[src/rtl/mem_port_arbiter.sv]
// Two-port arbiter in front of a single-port memory: registered grants, owner lock, bounded hold.
// Optional build macro MEM_ARB_RR_EN selects round-robin tie-break from IDLE (default: port 0 wins).
//
// state | meaning
// IDLE  | no owner, memory bus parked at zero
// OWN0  | port 0 owns the memory (gnt0)
// OWN1  | port 1 owns the memory (gnt1)
module mem_port_arbiter #(
   parameter int ADDR_WIDTH = 8,
   parameter int DATA_WIDTH = 8,
   parameter int MAX_HOLD   = 4
) (
   input  logic                  clk,
   input  logic                  reset,
   input  logic                  req0,
   input  logic                  req1,
   input  logic                  we0,
   input  logic                  we1,
   input  logic                  lock0,
   input  logic                  lock1,
   input  logic [ADDR_WIDTH-1:0] addr0,
   input  logic [ADDR_WIDTH-1:0] addr1,
   input  logic [DATA_WIDTH-1:0] wdata0,
   input  logic [DATA_WIDTH-1:0] wdata1,
   output logic                  gnt0,
   output logic                  gnt1,
   output logic [DATA_WIDTH-1:0] rdata0,
   output logic [DATA_WIDTH-1:0] rdata1,
   output logic [ADDR_WIDTH-1:0] mem_address,
   output logic                  mem_write_en,
   output logic [DATA_WIDTH-1:0] mem_write_data,
   input  logic [DATA_WIDTH-1:0] mem_read_data,
   output logic                  busy
);

   localparam int HOLD_W = (MAX_HOLD > 1) ? $clog2(MAX_HOLD) : 1;
   localparam logic [HOLD_W-1:0] HOLD_MAX = HOLD_W'(MAX_HOLD - 1);

   typedef enum logic [1:0] {
      IDLE = 2'd0,
      OWN0 = 2'd1,
      OWN1 = 2'd2
   } state_t;

   state_t            state;
   state_t            state_nxt;
   state_t            tie_pick;
   logic [HOLD_W-1:0] hold_cnt;
   logic [HOLD_W-1:0] hold_nxt;
   logic [HOLD_W-1:0] hold_inc;

`ifdef MEM_ARB_RR_EN
   logic last_owner;

   // Tie goes to the port that did not own the memory most recently.
   assign tie_pick = last_owner ? OWN0 : OWN1;

   always_ff @(posedge clk) begin
      if (reset) begin
         last_owner <= 1'b1;
      end else if (state_nxt == OWN0) begin
         last_owner <= 1'b0;
      end else if (state_nxt == OWN1) begin
         last_owner <= 1'b1;
      end
   end
`else
   assign tie_pick = OWN0;
`endif

   assign hold_inc = (hold_cnt == HOLD_MAX) ? hold_cnt : hold_cnt + 1'b1;

   always_ff @(posedge clk) begin
      if (reset) begin
         state    <= IDLE;
         hold_cnt <= '0;
      end else begin
         state    <= state_nxt;
         hold_cnt <= hold_nxt;
      end
   end

   // hold_nxt defaults to zero so every state change and IDLE clears the counter.
   always_comb begin
      state_nxt = state;
      hold_nxt  = '0;
      case (state)
         IDLE: begin
            if (req0 && req1) begin
               state_nxt = tie_pick;
            end else if (req0) begin
               state_nxt = OWN0;
            end else if (req1) begin
               state_nxt = OWN1;
            end
         end
         OWN0: begin
            if (!req0) begin
               state_nxt = req1 ? OWN1 : IDLE;
            end else if (!lock0 && req1 && (hold_cnt >= HOLD_MAX)) begin
               state_nxt = OWN1;
            end else begin
               hold_nxt = hold_inc;
            end
         end
         OWN1: begin
            if (!req1) begin
               state_nxt = req0 ? OWN0 : IDLE;
            end else if (!lock1 && req0 && (hold_cnt >= HOLD_MAX)) begin
               state_nxt = OWN0;
            end else begin
               hold_nxt = hold_inc;
            end
         end
         default: begin
            state_nxt = IDLE;
         end
      endcase
   end

   assign gnt0 = (state == OWN0);
   assign gnt1 = (state == OWN1);
   assign busy = gnt0 | gnt1;

   // Reset gates the write strobe so a write in flight never commits.
   assign mem_write_en = !reset && ((gnt0 && req0 && we0) || (gnt1 && req1 && we1));

   always_comb begin
      mem_address    = '0;
      mem_write_data = '0;
      if (gnt0) begin
         mem_address    = addr0;
         mem_write_data = wdata0;
      end else if (gnt1) begin
         mem_address    = addr1;
         mem_write_data = wdata1;
      end
   end

   assign rdata0 = gnt0 ? mem_read_data : '0;
   assign rdata1 = gnt1 ? mem_read_data : '0;

endmodule

[config.mk]
export PLATFORM = sky130hd
export DESIGN_NAME = mem_port_arbiter
export DESIGN_NICKNAME = d
export VERILOG_FILES = /design/src/rtl/mem_port_arbiter.sv
export SDC_FILE = /design/constraint.sdc
export NUM_CORES = 1
export LEC_CHECK = 0
export CORE_MARGIN = 1.5
export CORE_UTILIZATION = 23
export CTS_CLUSTER_SIZE = 10
export DETAILED_ROUTE_END_ITERATION = 10
export PLACE_DENSITY = 0.9
export SYNTH_ARGS = -nofsm -noshare
export SYNTH_HDL_FRONTEND = slang
export SYNTH_SLANG_ARGS = --single-unit
[constraint.sdc]
create_clock -name clk -period 2 [get_ports clk]
set_input_delay 0.2 -clock clk [delete_from_list [all_inputs] [get_ports clk]]
set_output_delay 0.2 -clock clk [all_outputs]
set_load 0.02 [all_outputs]
# Yosys cells after proc, flatten, opt, wreduce, memory -nomap -nowiden
# Cells that the tools add are included.
# classes
n_reduce_logical	16
add_sub_neg	1
order_cmp	1
n_eq_ne	6
n_bitwise	1
mux	22
# op_table
op	count
$mux 8	6
$mux 2	13
$logic_and 1x1->1	10
$ne 3x2->1 const B	2
$pmux 2 s3	1
$eq 2x2->1 const B	2
$ne 4x4->1 const B	1
$pmux 2 s2	1
$logic_not 1->1	3
$reduce_and 3->1	1
$add 2x1->2 const B	1
$eq 2x1->1 const B	1
$ge 2x2->1 const B	1
$logic_not 2->1	1
$logic_or 1x1->1	1
$mux 1	1
$or 1x1->1	1
# totals
inputBits	48
reg_bits	4
out_inout_bits	36

# Logic depth before layout (Yosys ltp)
# Gate-level depths: netlist (run 1).
# logic_depth
ltp_word	6
depth_mapped	6
depth_no_buf	5

# Worst setup path before layout (run 1)
# OpenSTA, ideal clock, no wires.
# synth_timing
path_kind	register to output
startpoint	reg state[1]
endpoint	out mem_address[0]
path_slack_ps	261
path_stages_with_launch	7
required_ps	1800
path_buffers	2
arrival_time_ps	1539
cell_sequence	dfxtp_1 > inv_1 > ha_1 > buf_6 > nor2b_1 > buf_4 > a22o_1
# synth_between
word_cells_on_any_way	4
# synth_lines
item	line	rtl
start, declared	45	state_t state;
start signal, assigned	78	state <= state_nxt;
$eq 2x1->1	121	assign gnt0 = (state == OWN0);
net gnt0	25	output logic gnt0,
$mux 8	131	if (gnt0) begin
end, declared	29	output logic [ADDR_WIDTH-1:0] mem_address,
# The timed path passes the listed nets, and every way through them passes these cells.

# Worst setup path in the final report (run 1)
# layout_timing
startpoint	reg state[0]
endpoint	out mem_write_data[5]
# layout_between
elab_chain_len	3
word_cells_on_any_way	4
# layout_lines
item	line	rtl
$eq 2x2->1	122	assign gnt1 = (state == OWN1);
$mux 8	134	end else if (gnt1) begin
$mux 8 *	131	
end, declared	31	output logic [DATA_WIDTH-1:0] mem_write_data,
# Every way passes the cells marked *; elsewhere a longest branch is shown, timed or not.

==> results of run 1 <==
registers in the layout, summed over array words and instances (netlist names):
name	flops
state	2
hold_cnt	2
worst min path at each step:
stage,end,cells past startpoint,from,slack (ns)
global route,hold_cnt[1],2,hold_cnt[0],0.55
floorplan,state[0],2,reset,0.38
global placement,hold_cnt[1],2,hold_cnt[0],0.49
finish,state[0],2,state[0],0.54
detailed placement,hold_cnt[1],2,hold_cnt[0],0.53
CTS,hold_cnt[1],2,hold_cnt[0],0.54
metal layers:
metal | wire (um) | up-vias | part of all wire | track usage
li1 | - | 448 | - | -
met1 | 873 | 413 | 0.34 | 0.1322
met2 | 1333 | 43 | 0.52 | 0.3416
met3 | 339 | 2 | 0.13 | 0.06215
met4 | 19 | 0 | 0.0074 | 0.04274
met5 | 0 | - | 0 | 0
worst max-delay path: stages, from the launching register on:
cell and delay [ns]:
dfxtp_2 0.35, inv_1 0.07, ha_1 0.24, nor2b_1 0.14, buf_4 0.18, a22o_1 0.18
dlygate4sd2_1 0.31
power groups by stage:
| stage | Combinational [W] | Sequential [W] | Clock [W] |
|---|---|---|---|
| detailed placement | 0.000848 | 0.000103 | 0 |
| global route | 0.000844 | 0.000106 | 0.000107 |
| finish | 0.000795 | 0.000103 | 0.0000986 |
| CTS | 0.000786 | 0.000102 | 0.000103 |
| global placement | 0.000828 | 0.000102 | 0 |
| floorplan | 0.000446 | 0.000101 | 0 |
cell usage after synthesis:
cell        n
a22o_1     16
or4_1       1
and2_1     17
a22oi_1     1
nor3_1      2
clkbuf_2    1
dfxtp_1     4
nor3b_1     1
nand4b_1    2
o21ai_0     2
clkbuf_1    2
ha_1        4
buf_4       1
nor2b_1     2
a221o_1     1
a21oi_1     2
nand2_1     4
mux2i_1     1
nor2_1      3
nand2b_1    3
a2111oi_0   1
and2_4      1
inv_1       2
buf_6       1
cell families (layout without fill, tap and decap cells):
logic type | Yosys count | count (layout) | synth area share
AOI/OAI and AO/OA | 23 | 23 | 0.3211
adders and majority gates | 4 | 4 | 0.08621
buffers and inverters | 7 | 93 | 0.06682
DFF | 4 | 4 | 0.1379
muxes | 1 | 1 | 0.01724
and+or+nand+nor | 36 | 36 | 0.3707
stage by stage:
step / util / total power (W)
4_1_cts: 0.5988 / 0.0009906
3_5_place_dp: 0.5983 / 0.0009511
5_1_grt: 0.6137 / 0.001057
6_report: 0.6137 / 0.0009973
3_3_place_gp: 0.5983 / 0.0009296
2_1_floorplan: - / 0.0005466
cell type report:
type / instances / area share
multi-input combinational: 64 / 0.3110
clock buffer: 3 / 0.01509
timing repair buffer: 88 / 0.5893
sequential: 4 / 0.05448
tap: 30 / 0.02515
inverter: 2 / 0.005029
==> summary.md, run 1 <==
| Metric | Value |
|---|---|
| Mapped Area | `580.6 um^2` |
| Status | `complete, no violations` |
| Final setup vio count | `0` |
| Max-slew violations | `0` |
| Setup repair bufs after CTS | `0` |
| Post-synth cell types | `24` |
| CTS tree | `yes` |
| First DRT Iteration DRCs | `10` |
| Worst Skew | `0.006691 ns` |
| Clk_lat worst skew | `between 0.2 and 0.25 ns` |
| Kind of critical path | `reg2out` |
| DRC | `0` |
| DRT Pass-1 Iters | `3` |
| Crit path launch | `state[0]` |
| HP Class | `reg2reg` |
| Initial antenna violation count | `0` |
| Antenna cells | `0` |
| Via count | `~910` |
| CTS root buffer | `clkbuf_4` |
| CTS Buf Count | `3` |
| Multi-input gate area | `roughly 460 um^2` |
| Fillcell total | `about 210` |
| DPL Wire Length | `between 2000 and 2500 um` |
| Chip Width | `about 53 um` |
| Static leakage | `0.7859 nW` |
| Register share of total power | `0.104` |
| Internal power | `0.0005548 W` |
| Die H | `approximately 53 um` |
| Combinational fraction of design power | `0.797` |
| Row cnt | `18` |
| Flop-to-flop setup slack | `about 0.46 ns` |
| Boundary pin count | `between 80 and 90` |
| Synth top area cells | `a22o_1 24%, and2_1 18%, dfxtp_1 14%` |
| Routed len/inst | `approximately 13 um` |
| Number of global-route vias before repair | `around 800` |
| Peak fanout along the critical path | `15` |
| Largest net degree at the start of global routing | `27` |
| Ys Warns | `0` |
| Area of the core | `around 2400 um^2` |
| WP data required | `1.80 ns` |
| Clk buf depth | `2` |
| Max cap viols | `0` |
| NetSw | `around 0.00044 W` |
| Sw Ratio | `0.4437` |
| Post-Synthesis Cells | `75` |
| Fin area | `about 1500 um^2` |
| Clock share of power | `0.099` |
| Hold buffers post-CTS | `0` |
| Area after DPL | `1455 um^2` |
| CP Launch Type | `flop` |
| Vias per cell | `about 4.7` |
| GR Util All Layers | `0.1618` |
| Dpl ws | `approximately 0.06 ns` |
| Post-synthesis sequential area ratio | `0.1379` |
| Die area | `approximately 2800 um^2` |
| Flops & latches, synth | `4` |
| Worst vdd ir | `around 0.40 mV` |
| CTS sink cnt | `4` |
| Fin crit period | `about 1.9 ns` |
| Dpl cells | `188` |
| H-tree Lvls | `1` |
| RR Startpoint | `state[0]` |
| Clk slew on worst S/H paths | `around 0.03 ns` |
| PwrDens | `668.1 nW/um^2` |
| Cts repair resizes | `28` |
| R2R depth | `5` |
| Commonest non-fill, non-tap cell in the layout | `clkdlybuf4s50_1` |
| Top cell type's share of synthesized area | `0.2414` |
| Remaining antenna violation count after routing | `0` |
| Sequential cell area | `a little over 80 um^2` |
| Arr. time, crit path | `approximately 1.7 ns` |
| Layout cell share with drive strength beyond 1 | `0.07453` |
| Synth Net Count | `around 130` |
| Critical Path Sink | `mem_write_data[5]` |
| Period utilization | `0.9516` |
| Nets | `about 220` |
| Setup TNS | `0 ns` |
| Initial Util | `0.2387` |
| Non-filler instance count after layout | `about 190` |
| Measured slew at the worst slew-check pin | `~0.44 ns` |
| Leading area contributor after synthesis | `a22o_1` |
| RePlAce Congestion | `~0.73` |
| Mean Syn Cell Area | `between 7 and 8 um^2` |
| CP endpoint kind | `output pin` |
| First-pass GRT wire length | `between 3000 and 4000 um` |
| FF-to-FF End | `state[1]` |
| Final wirelength | `approximately 2600 um` |
| FMAX | `approximately 530 MHz` |
| Fin. Hold Viols | `0` |
| Hold_ws | `around 0.54 ns` |
| Fin worst setup slack | `just under 0.1 ns` |
| Relative slew margins | `0.7018` |
| Area Overhead vs Synth | `157.1%` |
| Gr ovfl total | `0` |
| Commonest cells after routing, fill and taps aside | `49 x clkdlybuf4s50_1, 17 x and2_1, 16 x a22o_1` |
| Port Buffers | `83` |
No activity file was read; power rests on OpenSTA's default activity.
==> run 2: changes to the inputs <==
--- a/config.mk
+++ b/config.mk
@@ -10,4 +10,5 @@
 export CTS_CLUSTER_SIZE = 10
 export DETAILED_ROUTE_END_ITERATION = 10
+export GPL_ROUTABILITY_DRIVEN = 0
 export PLACE_DENSITY = 0.9
 export SYNTH_ARGS = -nofsm -noshare
==> constraint.sdc (replaced) <==
create_clock -name clk -period 2 [get_ports clk]
set_input_delay 0.5 -clock clk [delete_from_list [all_inputs] [get_ports clk]]
set_output_delay 0.5 -clock clk [all_outputs]
set_load 0.02 [all_outputs]
==> run 2 against run 1 <==
Global-route usage rose by 1.9 points. Critical path depth did not move. Sequential share of layout area fell by 0.069 points. Via count rose by 4.4%. Register-to-register slack got worse by 0.15 ns. Clock skew fell by 0.0033 ns. Final area rose by 2.8%. Die area did not move. Maximum frequency fell by 1.9%. Clock-buffer cell count did not move. Clock power fell by 3.2%. Critical endpoint is now mem_write_data[4].
==> summary.md, run 2 (synthesis gave the netlist of run 1 again) <==
| Metric | Value |
|---|---|
| Initial Util | `0.2387 (unchanged)` |
| Fin util | `0.6312 (was 0.6137)` |
| WP data required | `1.50 ns (was 1.80 ns)` |
| Static leakage | `0.6986 nW (was 0.7859 nW)` |
| Max cap viols | `0 (unchanged)` |
| FMAX | `515.6 MHz (was 525.4 MHz)` |
| R2R depth | `7 (was 5)` |
| Routed len/inst | `14.39 um (was 13.44 um)` |
| Die H | `53.24 um (unchanged)` |
| Port Buffers | `83 (unchanged)` |
| Non-filler instance count after layout | `199 (was 191)` |
| Combinational fraction of design power | `0.805 (was 0.797)` |
| Dpl ws | `-0.4484 ns (was 0.06095 ns)` |
| Period utilization | `0.9698 (was 0.9516)` |
| DRT Pass-1 Iters | `4 (was 3)` |
| Clock share of power | `0.090 (was 0.099)` |
| Number of global-route vias before repair | `895 (was 811)` |
| Chip Width | `53.24 um (unchanged)` |
| Unrepaired setup endpoints after global routing | `no` |
| Max-slew violations | `0 (unchanged)` |
| Total power | `0.001062 W (was 0.0009973 W)` |
| Sw Ratio | `0.4471 (was 0.4437)` |
| DPL Wire Length | `2319 um (was 2096 um)` |
| Peak fanout along the critical path | `15 (unchanged)` |
| PwrDens | `691.6 nW/um^2 (was 668.1 nW/um^2)` |
| GR Util All Layers | `0.1810 (was 0.1618)` |
| Hold Crit Depth | `2 (unchanged)` |
| H-tree Lvls | `1 (unchanged)` |
| Vias per cell | `4.754 (was 4.743)` |
| CTS tree | `yes (unchanged)` |
| Antenna cells | `0 (unchanged)` |
| CTS root buffer | `clkbuf_4 (unchanged)` |
| Measured slew at the worst slew-check pin | `0.3762 ns (was 0.4360 ns)` |
| Status | `complete, no violations (unchanged)` |
| Top Registers | `hold_cnt (2), state (2) (unchanged)` |
| CP Launch Type | `flop (unchanged)` |
| Gr ovfl total | `0 (unchanged)` |
| First-pass GRT wire length | `3857 um (was 3367 um)` |
| Nets | `223 (was 215)` |
| Area Overhead vs Synth | `164.4% (was 157.1%)` |
| Fin crit period | `1.940 ns (was 1.903 ns)` |
| Register share of total power | `0.105 (was 0.104)` |
| First DRT Iteration DRCs | `2 (was 10)` |
| Die area | `2835 um^2 (unchanged)` |
| Relative slew margins | `0.7427 (was 0.7018)` |
| Final setup vio count | `0 (unchanged)` |
| Area of the core | `2432 um^2 (unchanged)` |
| CTS sink cnt | `4 (unchanged)` |
| Worst Skew | `0.003418 ns (was 0.006691 ns)` |
| Fin worst setup slack | `0.06040 ns (was 0.09680 ns)` |
| Remaining antenna violation count after routing | `0 (unchanged)` |
| Via count | `946 (was 906)` |
| Layout cell share with drive strength beyond 1 | `0.3018 (was 0.07453)` |
| Hold_ws | `0.5010 ns (was 0.5350 ns)` |
| CP endpoint kind | `output pin (unchanged)` |
| Commonest cells after routing, fill and taps aside | `45 x clkdlybuf4s50_1, 16 x a22o_1, 16 x and2_1 (was 49 x clkdlybuf4s50_1, 17 x and2_1, 16 x a22o_1)` |
| Internal power | `0.0005871 W (was 0.0005548 W)` |
| Worst vdd ir | `0.4021 mV (was 0.4025 mV)` |
| Clk_lat worst skew | `0.23 ns (about the same)` |
| HP Class | `reg2reg (unchanged)` |
| Clk slew on worst S/H paths | `0.04 ns (was 0.03 ns)` |
| Largest net degree at the start of global routing | `27 (unchanged)` |
| Commonest non-fill, non-tap cell in the layout | `clkdlybuf4s50_1 (unchanged)` |
| Boundary pin count | `84 (unchanged)` |
| CTS Buf Count | `3 (unchanged)` |
| Kind of critical path | `reg2out (unchanged)` |
| Initial antenna violation count | `0 (unchanged)` |
| Row cnt | `18 (unchanged)` |
| Hold buffers post-CTS | `0 (unchanged)` |
| Clk buf depth | `2 (unchanged)` |
| Final wirelength | `2864 um (was 2567 um)` |
| Dpl cells | `195 (was 188)` |
| Fin. Hold Viols | `0 (unchanged)` |
| DRC | `0 (unchanged)` |
| Arr. time, crit path | `1.44 ns (was 1.70 ns)` |
| NetSw | `0.0004747 W (was 0.0004425 W)` |
## run 2: cell count changes in the layout (fill, tap and decap cells not counted), sizes merged
cell | previous run | this run
buf | 5 | 30
dlymetal6s2s | 9 | 2
dlygate4sd2 | 11 | 6
clkdlybuf4s50 | 49 | 45
clkbuf | 4 | 3
## run 2: final cells by class
cell class | instances | area, um^2
inverter | 2 | 7.507
clock buffer | 3 | 22.52
tap | 30 | 37.54
multi-input combinational | 64 | 500.5
sequential | 4 | 82.58
timing repair buffer | 96 | 884.6
fill | 207 | 897.1
## run 2: power groups by stage
stage          clock [W]  sequential (W)  combinational (W)
2_1_floorplan          0        0.000101           0.000448
6_report       0.0000954        0.000112           0.000854
3_3_place_gp           0        0.000101           0.000891
4_1_cts         0.000102        0.000103           0.000817
5_1_grt         0.000105        0.000113           0.000917
3_5_place_dp           0        0.000102           0.000912
## run 2: critical path: stages (launching register included)
cell     delay (ns)
dfxtp_2        0.37
inv_2          0.07
ha_4           0.16
nor2b_4        0.12
buf_12         0.14
a22o_1         0.19
buf_2          0.16
## run 2: final timing paths
kind / start / endpoint / slack (ns)
max: state[0] / mem_write_data[4] / 0.06
min: hold_cnt[0] / hold_cnt[1] / 0.50
min reg2reg: hold_cnt[0] / hold_cnt[1] / 0.50
max reg2reg: state[1] / state[1] / 0.31
## run 2: routing by layer
layer	wire length, um	up-vias	track usage
met5	0	-	0
met4	0	0	0.05128
met3	302	0	0.03955
met2	1457	42	0.3519
met1	1104	438	0.1895
li1	-	466	-
## run 2: repair_timing
action,in CTS,in global routing
setup endpoints to repair,36,32
endpoints found under the hold margin,0,0
setup buffers,0,1
resized for setup,108,20
pin swaps,0,2
## run 2: through the flow
stage	TNS, ns	area [um^2]
after detailed placement	-6.812	1523
after floorplan	0	583.1
after CTS	-0.06022	1476
final	0	1535
after global placement	-6.176	1523
after global routing	0	1535
